## config.mk

```make
export PLATFORM = sky130hd
export DESIGN_NAME = clk_div_ctrl
export DESIGN_NICKNAME = d
export VERILOG_FILES = /design/src/rtl/clk_div_pkg.sv /design/src/rtl/clk_div_core.sv /design/src/rtl/clk_div_ctrl.sv
export SDC_FILE = /design/constraint.sdc
export NUM_CORES = 1
export LEC_CHECK = 0
export CORE_ASPECT_RATIO = 0.75
export CORE_MARGIN = 1
export CORE_UTILIZATION = 35
export DETAILED_ROUTE_END_ITERATION = 16
export GPL_TIMING_DRIVEN = 0
export PLACE_DENSITY = 0.62
export SETUP_SLACK_MARGIN = 0.4
export SLEW_MARGIN = 15
export SYNTH_ARGS = -nofsm -noshare
export SYNTH_HDL_FRONTEND = slang
export SYNTH_HIERARCHICAL = 1
export SYNTH_SLANG_ARGS = --single-unit
```

## constraint.sdc

```tcl
create_clock -name clk -period 3.3 [get_ports clk]
set_input_delay 0.66 -clock clk [delete_from_list [all_inputs] [get_ports clk]]
set_output_delay 0.66 -clock clk [all_outputs]
set_load 0.1 [all_outputs]
```

## src/rtl/clk_div_pkg.sv

```systemverilog
`default_nettype none
// ============================================================================
// Module   : clk_div_pkg
// Brief    : Shared types, constants and helpers for the clock-divider
//            controller (state encoding, minimum legal ratio, legality check).
// Revision : 1.0 - initial release
// ============================================================================
package clk_div_pkg;

   // Controller states; 2-bit encoding kept explicit
   typedef enum logic [1:0] {
      ST_IDLE = 2'd0,
      ST_RUN  = 2'd1,
      ST_PEND = 2'd2,
      ST_STOP = 2'd3
   } state_t;

   // Smallest ratio that still yields one high and one low cycle
   localparam int MIN_DIV = 2;

   // A ratio is usable only if it produces both a high and a low phase
   function automatic logic div_legal(input logic [31:0] n);
      return (n >= 32'(MIN_DIV));
   endfunction

endpackage
`default_nettype wire

```

## src/rtl/clk_div_core.sv

```systemverilog
`default_nettype none
// ============================================================================
// Module   : clk_div_core
// Brief    : Divide counter with wrap detection and registered clk_d /
//            clk_d_rise decode. Counting restarts at zero whenever run
//            rises; the ratio is sampled continuously from div.
// Revision : 1.0 - initial release
// ============================================================================
module clk_div_core #(
   parameter int CNT_W = 8
) (
   input  logic             clk,
   input  logic             rst,
   input  logic             run,
   input  logic [CNT_W-1:0] div,
   output logic             wrap,
   output logic             clk_d,
   output logic             clk_d_rise
);

   logic             r_active;
   logic [CNT_W-1:0] r_cnt;
   logic             r_clk_d;
   logic             r_clk_d_rise;
   logic [CNT_W-1:0] w_cnt_inc;
   logic [CNT_W-1:0] w_half;

   // cnt never reaches 2**CNT_W-1 because the largest ratio wraps one short
   assign w_cnt_inc = r_cnt + 1'b1;
   assign w_half    = div >> 1;
   assign wrap      = r_active && (r_cnt == (div - 1'b1));

   assign clk_d      = r_clk_d;
   assign clk_d_rise = r_clk_d_rise;

   // Advance the counter and decode the next clk_d level from the next count
   always_ff @(posedge clk or posedge rst) begin
      if (rst) begin
         r_active     <= 1'b0;
         r_cnt        <= '0;
         r_clk_d      <= 1'b0;
         r_clk_d_rise <= 1'b0;
      end else if (!run) begin
         r_active     <= 1'b0;
         r_cnt        <= '0;
         r_clk_d      <= 1'b0;
         r_clk_d_rise <= 1'b0;
      end else if (!r_active || wrap) begin
         // Start of a period: high phase begins regardless of ratio
         r_active     <= 1'b1;
         r_cnt        <= '0;
         r_clk_d      <= 1'b1;
         r_clk_d_rise <= 1'b1;
      end else begin
         r_cnt        <= w_cnt_inc;
         r_clk_d      <= (w_cnt_inc < w_half);
         r_clk_d_rise <= 1'b0;
      end
   end

endmodule
`default_nettype wire

```

## src/rtl/clk_div_ctrl.sv

```systemverilog
`default_nettype none
// ============================================================================
// Module   : clk_div_ctrl
// Brief    : Programmable clock-divider controller. Accepts ratios over a
//            valid/ready handshake and applies them only at period
//            boundaries so clk_d never shows runt or truncated phases.
//            Optional status outputs (cur_div, period_cnt) are built when
//            CLK_DIV_CTRL_STATUS_EN is defined.
// Revision : 1.0 - initial release
// ============================================================================
module clk_div_ctrl
   import clk_div_pkg::*;
#(
   parameter int CNT_W   = 8,
   parameter int RST_DIV = 4
) (
   input  logic             clk,
   input  logic             rst,
   input  logic             enable,
   input  logic             cfg_valid,
   input  logic [CNT_W-1:0] cfg_div,
   output logic             cfg_ready,
   output logic             cfg_err,
   output logic             clk_d,
   output logic             clk_d_rise,
   output logic             busy
`ifdef CLK_DIV_CTRL_STATUS_EN
   ,
   output logic [CNT_W-1:0] cur_div,
   output logic [15:0]      period_cnt
`endif
);

   localparam logic [CNT_W-1:0] C_RST_DIV = CNT_W'(RST_DIV);

   state_t           r_state;
   logic [CNT_W-1:0] r_div_q;
   logic [CNT_W-1:0] r_pend_div;
   logic             r_pend_q;
   logic             r_cfg_err;
   logic             r_busy;

   logic             w_xfer;
   logic             w_legal;
   logic             w_wrap;
   logic             w_to_idle;
   logic             w_run_next;
   logic             w_pend_next;

   // Only one ratio may be outstanding at a time
   assign cfg_ready = (r_state != ST_PEND) && !r_pend_q;
   assign w_xfer    = cfg_valid && cfg_ready;
   assign w_legal   = w_xfer && div_legal(32'(cfg_div));

   // Stopping completes only at the wrap, and only if enable is still low
   assign w_to_idle   = (r_state == ST_STOP) && w_wrap && !enable;
   assign w_run_next  = (r_state == ST_IDLE) ? enable : !w_to_idle;
   // A ratio accepted on the wrap cycle stays pending for one more period
   assign w_pend_next = (r_state != ST_IDLE) && !w_to_idle &&
                        (w_legal || (r_pend_q && !w_wrap));

   assign cfg_err = r_cfg_err;
   assign busy    = r_busy;

   clk_div_core #(
      .CNT_W (CNT_W)
   ) u_core (
      .clk        (clk),
      .rst        (rst),
      .run        (w_run_next),
      .div        (r_div_q),
      .wrap       (w_wrap),
      .clk_d      (clk_d),
      .clk_d_rise (clk_d_rise)
   );

   // Controller FSM with ratio bookkeeping and registered status outputs
   always_ff @(posedge clk or posedge rst) begin
      if (rst) begin
         r_state    <= ST_IDLE;
         r_div_q    <= C_RST_DIV;
         r_pend_div <= C_RST_DIV;
         r_pend_q   <= 1'b0;
         r_cfg_err  <= 1'b0;
         r_busy     <= 1'b0;
      end else begin
         r_cfg_err <= w_xfer && !w_legal;
         r_pend_q  <= w_pend_next;
         r_busy    <= w_run_next;

         if (w_legal && (r_state != ST_IDLE) && !w_to_idle) begin
            r_pend_div <= cfg_div;
         end

         // Ratio changes land on the wrap; when idle (or becoming idle) load directly
         if (w_wrap && r_pend_q) begin
            r_div_q <= r_pend_div;
         end else if (w_legal && ((r_state == ST_IDLE) || w_to_idle)) begin
            r_div_q <= cfg_div;
         end

         if (!w_run_next) begin
            r_state <= ST_IDLE;
         end else if (!enable) begin
            r_state <= ST_STOP;
         end else if (w_pend_next) begin
            r_state <= ST_PEND;
         end else begin
            r_state <= ST_RUN;
         end
      end
   end

`ifdef CLK_DIV_CTRL_STATUS_EN
   logic [15:0] r_period_cnt;

   assign cur_div    = r_div_q;
   assign period_cnt = r_period_cnt;

   // Count completed periods; the 16-bit counter rolls over naturally
   always_ff @(posedge clk or posedge rst) begin
      if (rst) begin
         r_period_cnt <= 16'd0;
      end else if (w_wrap) begin
         r_period_cnt <= r_period_cnt + 16'd1;
      end
   end
`endif

endmodule
`default_nettype wire

```

==> qor.csv <==
stage,metric,value,unit
status,status,completed,
worst_setup_path,Setup CP Type,flip-flop to flip-flop,
drt,drt pass-1 iters,4,
placement,GPL Wtd Cong,0.803,
grt,routing usage on met1,26.6,%
timing,Worst Hold Slack,0.503,ns
cells_and_area,cell area after layout,0.00232,mm²
grt,Most Crowded Layer GR,met1,
hold_path,Worst Hold Path EP,r_pend_div[1]$_DFFE_PP0P_,
clocking,cts bufs inserted,5,
timing,fin crit share,88.4,%
logic_synthesis,Synth Warn #,6,
grt,number of global-route vias before repair,1414,
cells_and_area,fillcell total,462,
worst_setup_path,crit-path cells,inv_2 -> ha_4 -> buf_6 -> o21ba_4 -> a221oi_2 -> a41oi_2 -> a211oi_2 -> buf_4 -> and2_4 -> nand4b_1 -> o21a_2 -> o31a_1 -> a221o_1,
worst_setup_path,Buf/Inv on CP,3,
floorplanning,# rows,22,
drt,via count,1474,
clocking,# clock sinks,32,
floorplanning,die area,0.00547,mm²
clocking,"Reg clk slew, reported paths",0.07,ns
logic_synthesis,Synth cell types,44,
clocking,H-tree levels,2,
timing,Setup Skew,0.0137,ns
placement,Detailed Place HPWL,2950,µm
drt,Routed Antenna Nets,0,
grt,initial antenna violation count,0,
floorplanning,Die H,64.3,µm
timing,fin. max-slew vios,0,
worst_setup_path,R2R depth,13,
grt,first-pass GRT wire length,7270,µm
timing,Final setup violation count,0,
timing,slew of the pin with the lowest slew margin,0.970,ns
floorplanning,boundary pin count,17,
cells_and_area,Layout area overhead,28.2,%
worst_setup_path,CP Capture Type,flip-flop,
worst_setup_path,delay of the slowest critical-path stage,0.38,ns
logic_synthesis,post-synthesis sequential area ratio,44.3,%
timing,Setup TNS,0,ns
worst_setup_path,crit path max fanout,6,
cells_and_area,Final nets,230,
logic_synthesis,Mapped Area,0.00181,mm²
placement,Port Buffer Count,16,
grt,pin count of the biggest net entering global routing,22,
run,number of max-cap violations,0,
clocking,cts-stage hold buffer count,0,
logic_synthesis,register bit total from synthesis,32,
placement,placed inst area,0.00205,mm²
timing,Slew HR,35.1,%
logic_synthesis,Mapped Nets,195,
floorplanning,Die X,85.1,µm
worst_setup_path,Reg-to-Reg Start,r_div_q[0]$_DFFE_PP0P_,
hold_path,hold_sp,r_pend_div[1]$_DFFE_PP0P_,
drt,Vias per Instance,5.44,
clocking,CTS root buffer,clkbuf_8,
hold_path,hold crit path type,flip-flop to flip-flop,
grt,GR Util met2,23.4,%
grt,routing usage on met3,3.88,%
grt,grt ovf,0,
clocking,TritonCTS clock tree,done,
cells_and_area,fraction of layout cells with a size suffix above 1,23.7,%
timing,RSZ-0062 raised after global routing,true,
drt,routed wire length,4230,µm
worst_setup_path,R2R Path End,r_div_q[7]$_DFFE_PP0P_,
power,Pleak,1.02,nW
timing,f_max,343,MHz
worst_setup_path,CP Launch Type,flip-flop,
worst_setup_path,CP top delay family,compound AO/OA/AOI/OAI gates,
power,total chip power,2.13,mW
floorplanning,initial core utilization,36.8,%
drt,DRC Markers,0,
worst_setup_path,crit path DAT,3.10,ns
floorplanning,CORE AREA,0.00493,mm²
drt,WL/cell,15.6,µm
worst_setup_path,reg2reg setup slack,0.38,ns
timing,Final min period,2.92,ns
power,Peak VDD IR,0.000404,V
worst_setup_path,slowest cell on the critical path,dfrtp_2,
logic_synthesis,Synth Instances,175,
clocking,Worst-Skew Late Latency,0.29,ns
grt,GRT Total Usage,17.5,%
hold_path,Hold Path Depth,1,
drt,DR iter-0 viols,93,
power,PwrDens,917,mW/mm²
worst_setup_path,WP data required,3.48,ns
logic_synthesis,syn_area_per_cell,10.4,µm²
clocking,Clock Path Buffers,2,
cells_and_area,ANT cells,0,
timing,Final Hold Fails,0,
-- per-layer routing --
layer,wire (µm),vias to the layer above,share of wire [%]
li1,-,716,-
met1,2200,720,52
met2,1770,32,42
met3,179,6,4.2
met4,74,0,1.8
met5,0,-,0
-- cell usage after synthesis --
| master | count | area share, % |
|---|---|---|
| dfstp_2 | 2 | 2.9 |
| ha_1 | 8 | 5.5 |
| o211ai_1 | 1 | 0.41 |
| o21ai_1 | 1 | 0.28 |
| clkbuf_1 | 1 | 0.21 |
| a2111oi_0 | 1 | 0.48 |
| xnor2_1 | 7 | 3.4 |
| a211oi_2 | 1 | 0.69 |
| o21ba_1 | 1 | 0.55 |
| nor4_2 | 1 | 0.69 |
| buf_2 | 2 | 0.55 |
| inv_1 | 13 | 2.7 |
| and2_0 | 1 | 0.35 |
| and2_1 | 1 | 0.35 |
| o21ai_0 | 5 | 1.4 |
| dfrtp_1 | 30 | 41 |
| a221oi_1 | 1 | 0.48 |
| nor4_1 | 1 | 0.35 |
| a31oi_1 | 4 | 1.4 |
| nand2_1 | 5 | 1.0 |
| and4b_1 | 1 | 0.55 |
| a221o_1 | 5 | 2.8 |
| nand3_1 | 8 | 2.2 |
| nor3b_1 | 7 | 2.9 |
| mux2_2 | 8 | 5.0 |
| nor3_1 | 6 | 1.7 |
| o31ai_1 | 3 | 1.2 |
| nor3_2 | 1 | 0.55 |
| o21a_1 | 3 | 1.2 |
| a21boi_1 | 1 | 0.41 |
| nand2b_1 | 4 | 1.4 |
| nand4b_1 | 1 | 0.48 |
| nand4_1 | 3 | 1.0 |
| and3_1 | 7 | 2.4 |
| xor2_1 | 8 | 3.9 |
| a21oi_1 | 2 | 0.55 |
| buf_4 | 1 | 0.41 |
| nor2_1 | 10 | 2.1 |
| o22ai_1 | 1 | 0.35 |
| a41oi_1 | 2 | 0.97 |
| o211a_1 | 1 | 0.55 |
| o2111ai_1 | 2 | 0.97 |
| o31a_1 | 2 | 0.97 |
| a21o_1 | 1 | 0.41 |
-- placed cells by master (no fill, tap or decap), drive strengths merged, types with 2 or more instances in the layout --
cell            n
dfrtp          30
clkdlybuf4s50  16
buf            15
inv            13
nor2           10
mux2            8
xor2            8
nand3           8
ha              8
clkbuf          8
and3            7
xnor2           7
nor3b           7
nor3            7
o21ai           6
a221o           5
nand2           5
a31oi           4
nand2b          4
nand4           3
o31ai           3
o21a            3
o31a            2
dfstp           2
a21oi           2
o2111ai         2
nor4            2
and2            2
a41oi           2
-- state kept, by name (all words and copies together), names as in the netlist --
register and cells:
busy 1, cfg_err 1, r_div_q 8, r_pend_div 8
r_pend_q 1, r_state 2, u_core/clk_d 1, u_core/clk_d_rise 1
u_core/r_active 1, u_core/r_cnt 8
-- cell families (layout without fill, tap and decap cells) --
kind of cell | Yosys count | count (layout) | synth area share, %
compound gates | 38 | 38 | 16.1
xor+xnor | 15 | 15 | 7.25
simple gates | 57 | 57 | 18.0
mux | 8 | 8 | 4.97
buf+inv | 17 | 53 | 3.86
fa+ha+maj | 8 | 8 | 5.52
flops | 32 | 32 | 44.3
-- stage by stage --
step / worst slack, ns / instances / utilization (%)
6_report: 0.383 / 271 / 47.2
4_1_cts: 0.358 / 267 / 45.8
3_5_place_dp: -0.125 / 251 / 41.6
5_1_grt: 0.261 / 271 / 47.2
2_1_floorplan: 0.437 / 175 / -
3_3_place_gp: -0.0756 / 251 / 41.6
-- where the power goes --
part / switching (mW) / internal (mW) / leakage [nW]
Sequential: 0.181 / 0.556 / 0.381
Clock: 0.153 / 0.169 / 0.0445
Combinational: 0.565 / 0.507 / 0.590
-- what timing repair did --
| action | in CTS | in global routing |
|---|---|---|
| resized for setup | 14 | 6 |
| pin swaps | 10 | 7 |
| setup buffers | 8 | 4 |
| setup endpoints to repair | 30 | 25 |
-- worst max path at each step --
stage,from,endpoint,slack (ns),depth (start not counted)
final,r_div_q[0]$_DFFE_PP0P_,r_div_q[7]$_DFFE_PP0P_,0.38,13
after global routing,r_div_q[0]$_DFFE_PP0P_,r_div_q[6]$_DFFE_PP0P_,0.26,15
after CTS,r_div_q[0]$_DFFE_PP0P_,r_div_q[3]$_DFFE_PP0P_,0.36,13
after detailed placement,r_div_q[0]$_DFFE_PP0P_,u_core/r_cnt[1]$_DFF_PP0_,-0.13,14
after global placement,r_div_q[1]$_DFFE_PP0P_,u_core/r_cnt[2]$_DFF_PP0_,-0.08,14
after floorplan,r_div_q[0]$_DFFE_PP0P_,r_div_q[1]$_DFFE_PP0P_,0.44,13
-- cell type report --
class                      count  area, µm²  share of cell area (%)
clock buffer                   7       86.3                    3.71
sequential                    32        806                    34.7
buffer                         4       27.5                    1.18
clock inverter                 1       7.51                   0.323
tap                           60       75.1                    3.23
timing repair buffer          28        250                    10.8
multi-input combinational    126       1020                    44.0
inverter                      13       48.8                    2.10
-- worst register-to-register path: stages (launching register included) --
cell and delay (ns):
dfrtp_2 0.38, inv_2 0.05, ha_4 0.14, buf_6 0.12
o21ba_4 0.19, a221oi_2 0.28, a41oi_2 0.07, a211oi_2 0.29
buf_4 0.18, and2_4 0.14, nand4b_1 0.13, o21a_2 0.17
o31a_1 0.30, a221o_1 0.36
Power figures use the tool's default switching activity.
